`src/rtl/sn74ls123.sv`:
```
// Clocked model of one 74LS123 retriggerable one-shot section.
// Define SN74LS123_INSYNC_EN to add two-flop input synchronizers.
module sn74ls123 #(
   parameter real rT     = 10.0,
   parameter real cT     = 876.2,
   parameter real CLK_NS = 10.0
) (
   input  logic clk,
   input  logic rst,
   input  logic a,
   input  logic b,
   input  logic clr,
   output logic q,
   output logic q_
);

   localparam real TW     = 0.28 * rT * cT * (1.0 + 0.7 / rT);
   localparam real RATIO  = TW / CLK_NS;
   localparam int  NTRUNC = $rtoi(RATIO);
   localparam int  NCEIL  = (real'(NTRUNC) < RATIO) ? NTRUNC + 1 : NTRUNC;
   localparam int  N      = (NCEIL < 1) ? 1 : NCEIL;
   localparam int  W      = $clog2(N + 1);
   localparam logic [W-1:0] NLOAD = W'(N);

   logic a_s, b_s, clr_s;

`ifdef SN74LS123_INSYNC_EN
   logic [1:0] a_q, b_q, clr_q;

   // Reset values hold the synchronized inputs in the non-trigger state.
   always_ff @(posedge clk or posedge rst) begin
      if (rst) begin
         a_q   <= 2'b11;
         b_q   <= 2'b00;
         clr_q <= 2'b00;
      end else begin
         a_q   <= {a_q[0], a};
         b_q   <= {b_q[0], b};
         clr_q <= {clr_q[0], clr};
      end
   end

   assign a_s   = a_q[1];
   assign b_s   = b_q[1];
   assign clr_s = clr_q[1];
`else
   assign a_s   = a;
   assign b_s   = b;
   assign clr_s = clr;
`endif

   logic         t, clr_lo, trig;
   logic         t_prev_q;
   logic [W-1:0] cnt_q, cnt_d;

   // Case equality keeps X/Z on any input from forming a trigger.
   assign t      = (clr_s === 1'b1) && (a_s === 1'b0) && (b_s === 1'b1);
   assign clr_lo = (clr_s === 1'b0);
   assign trig   = t && !t_prev_q;

   always_comb begin
      cnt_d = cnt_q;
      if (clr_lo)
         cnt_d = '0;
      else if (trig)
         cnt_d = NLOAD;
      else if (cnt_q != '0)
         cnt_d = cnt_q - 1'b1;
   end

   // t_prev resets high so a level already in trigger state cannot fire.
   always_ff @(posedge clk or posedge rst) begin
      if (rst) begin
         cnt_q    <= '0;
         t_prev_q <= 1'b1;
      end else begin
         cnt_q    <= cnt_d;
         t_prev_q <= t;
      end
   end

   assign q  = (cnt_q != '0);
   assign q_ = ~q;

endmodule

```
`config.mk`:
```
export PLATFORM = sky130hd
export DESIGN_NAME = sn74ls123
export DESIGN_NICKNAME = d
export VERILOG_FILES = /design/src/rtl/sn74ls123.sv
export SDC_FILE = /design/constraint.sdc
export NUM_CORES = 1
export LEC_CHECK = 0
export BUFFER_PORTS_ARGS = -buffer_cell sky130_fd_sc_hd__buf_2
export CAP_MARGIN = 10
export CORE_UTILIZATION = 35
export CTS_CLUSTER_SIZE = 24
export DETAILED_ROUTE_END_ITERATION = 8
export PLACE_DENSITY = 0.64
export SYNTH_ARGS = -nofsm -noshare
export SYNTH_HDL_FRONTEND = slang
export SYNTH_SLANG_ARGS = --single-unit
```
`constraint.sdc`:
```
create_clock -name clk -period 1.8 [get_ports clk]
set_input_delay 0 -clock clk [delete_from_list [all_inputs] [get_ports clk]]
set_output_delay 0 -clock clk [all_outputs]
set_load 0.1 [all_outputs]
```
==> flow_summary_export.csv <==
group,metric,value,unit
timing,finalMaxSlewViolations,0,
clock_tree,cts_buffers,3,
setup_path,endpoint,"cnt_q[6]",
routing,drcViolationCount,0,
timing,max_freq,577,MHz
clock_tree,cts_sinks,10,
synthesis,yosys.area.top_type,"dfrtp_1",
global_routing,grt_pass1_vias,504,
routing,ant_nets,0,
die,io_pins,7,
place,dp_hpwl,977,µm
die,num_rows,14,
cells_and_area,final_cell_mix,"dfrtp_1 (9), buf_4 (7), o21ai_0 (6)",
setup_path,worst_path_max_delay_cell,"or4b_4",
clock_tree,clk_latency,0.26,ns
setup_path,critical_path_class,"reg2reg",
setup_path,path_cells,"inv_2 > ha_4 > or4b_4 > or4b_1 > a21oi_1",
synthesis,syn_inst,57,
cells_and_area,layout.nets,84,
die,die-area,1750,µm²
global_routing,gr-usage-all-layers,17.1,%
synthesis,synth_cell_types,24,
synthesis,syn-cell-area,557,µm²
timing,setup_violations,0,
synthesis,synth_area_leaders,"dfrtp_1 (40%), o21ai_0 (5.4%), dfstp_2 (4.7%)",
cells_and_area,finish.instance_area,783,µm²
cells_and_area,synthToLayoutAreaGrowth,40.7,%
setup_path,path_max_fanout,4,
routing,drt-pass1-iter-count,4,
timing,slew_headroom,53.8,%
timing,period_minus_slack,1.73,ns
timing,worstMarginPinSlew,0.686,ns
clock_tree,clockRootBuffer,"clkbuf_4",
synthesis,syn-num-nets,63,
setup_path,regToRegSetupSlack,0.07,ns
status,status,"completed",
clock_tree,htreeDepth,1,
setup_path,start_kind,"flip-flop",
global_routing,grt_pass1_wl,2.21,mm
global_routing,antenna_found_initial,0,
setup_path,reg2regPathDepth,5,
global_routing,grt-ovfl-total,0,
clock_tree,clk_pin_slew_worst_paths,0.07,ns
die,start_util,37.4,%
cells_and_area,drive_above_1_share,35.1,%
place,portBuffers,6,
place,dpl.cell_count,85,
routing,vias,536,
routing,routedWlPerCell,13.9,µm
timing,hold_viol,0,
die,fp.dieH,41.9,µm
timing,fin_skew,0.00439,ns
routing,drt_iter0_drc,7,
setup_path,worstReg2RegEnd,"cnt_q[6]",
place,gp_congestion,0.815,
synthesis,ys_seq_area_share,45.2,%
setup_path,arrival,1.92,ns
cells_and_area,finalNonFillerCells,93,
synthesis,yosys_warnings,0,
timing,min_period_over_period,96.4,%
routing,routed_wirelength,1.29,mm
cells_and_area,n_antenna_cell,0,
global_routing,grt_max_degree,11,
die,die_w,41.9,µm
synthesis,synth_seq_cells,10,
timing,rsz0062_at_grt,"true",
routing,vias_per_cell,5.76,
setup_path,cpPeakStageDelay,0.47,ns
setup_path,cp-end-kind,"flip-flop",
die,core_area,1490,µm²
clock_tree,cts_tree,"done",
run,max-cap-violations,0,
setup_path,crit_start,"cnt_q[1]",
clock_tree,cts_buffer_depth,2,
synthesis,avgSynthCellArea,9.77,µm²
setup_path,rr_startpoint,"cnt_q[1]",
setup_path,cp.required,1.99,ns
cells_and_area,final_common_cell,"dfrtp_1",
synthesis,yosys.area.top_type_share,40.4,%
place,dpl-instance-area,712,µm²
hold_path,min_path_type,"in2reg",
==> synthesized netlist by cell type <==
master     n
or4_1      3
a21oi_1    4
nor3_1     1
ha_1       1
dfrtp_1    9
nor2_1     1
nor4_1     2
o21ai_0    6
inv_1      5
o31ai_1    1
o41ai_1    1
or4b_4     1
nor4b_1    1
or4b_1     1
a211oi_1   3
nand4_1    2
nand2_1    4
nand2b_1   2
or3_1      3
xor2_1     1
o211a_1    2
dfstp_2    1
or4b_2     1
nand4bb_1  1
==> sequential cells by signal, indices dropped and copies added, names as in the netlist <==
| signal | cells |
|---|---|
| t_prev_q | 1 |
| cnt_q | 9 |
==> critical path, delay by kind of cell (launching register included) <==
family	cells	cell delay (ns)
buffers and inverters	1	0.08
and+or+nand+nor	2	0.94
DFF	1	0.38
adders and majority gates	1	0.13
AOI/OAI and AO/OA	1	0.13
==> how the worst min path moves through the flow <==
stage                     from  endpoint  slack [ns]  cells past startpoint
after global placement     rst  cnt_q[8]      0.0007                      2
final                      clr  t_prev_q       0.003                      3
after detailed placement   rst  cnt_q[8]       0.003                      2
after CTS                  clr  cnt_q[1]       0.001                      2
after global routing       clr  cnt_q[0]      0.0005                      2
after floorplan            rst  cnt_q[0]       -0.16                      1
==> metrics by stage <==
| step | TNS [ns] | worst slack, ns | hold slack, ns | util [%] |
|---|---|---|---|---|
| 2_1_floorplan | -0.406 | -0.203 | -0.161 | - |
| 3_3_place_gp | 0 | 0.0474 | 0.000707 | 47.8 |
| 3_5_place_dp | -0.00791 | -0.00791 | 0.00301 | 47.8 |
| 4_1_cts | 0 | 0.0357 | 0.000966 | 52.1 |
| 5_1_grt | -0.00152 | -0.00152 | 0.000491 | 52.6 |
| 6_report | 0 | 0.0656 | 0.00349 | 52.6 |
==> final cells by class <==
type | instances | area [µm²]
well taps | 16 | 20.0
multi-input cells | 42 | 335
repair buffers | 16 | 128
clock buffers | 4 | 26.3
fillers | 135 | 706
flip-flops and latches | 10 | 251
inverters | 5 | 22.5
==> layer usage <==
layer | global-route usage, % | wire (µm)
met2 | 26.9 | 624
met5 | 0 | 0
met3 | 7.83 | 69
met1 | 20.6 | 580
met4 | 5.81 | 14
==> cells by family after synthesis <==
family | count (synthesis) | share of synthesized area (%)
AND/OR/NAND/NOR | 23 | 28.1
AO/OA/AOI/OAI | 17 | 19.6
flip-flops | 10 | 45.2
buffers and inverters | 5 | 3.37
XOR/XNOR | 1 | 1.57
adder cells (fa/ha/maj) | 1 | 2.25
==> repair_timing <==
action / CTS / global route
gates cloned: 0 / 0
endpoints found under the hold margin: 10 / 0
buffers inserted: 0 / 1
resized for setup: 2 / 0
endpoints found under the setup margin: 2 / 5
hold buffers: 3 / 0
Power is left out: the tool's default activity adds up to more than one toggle a clock period on the data nets, which glitch-free logic cannot reach.
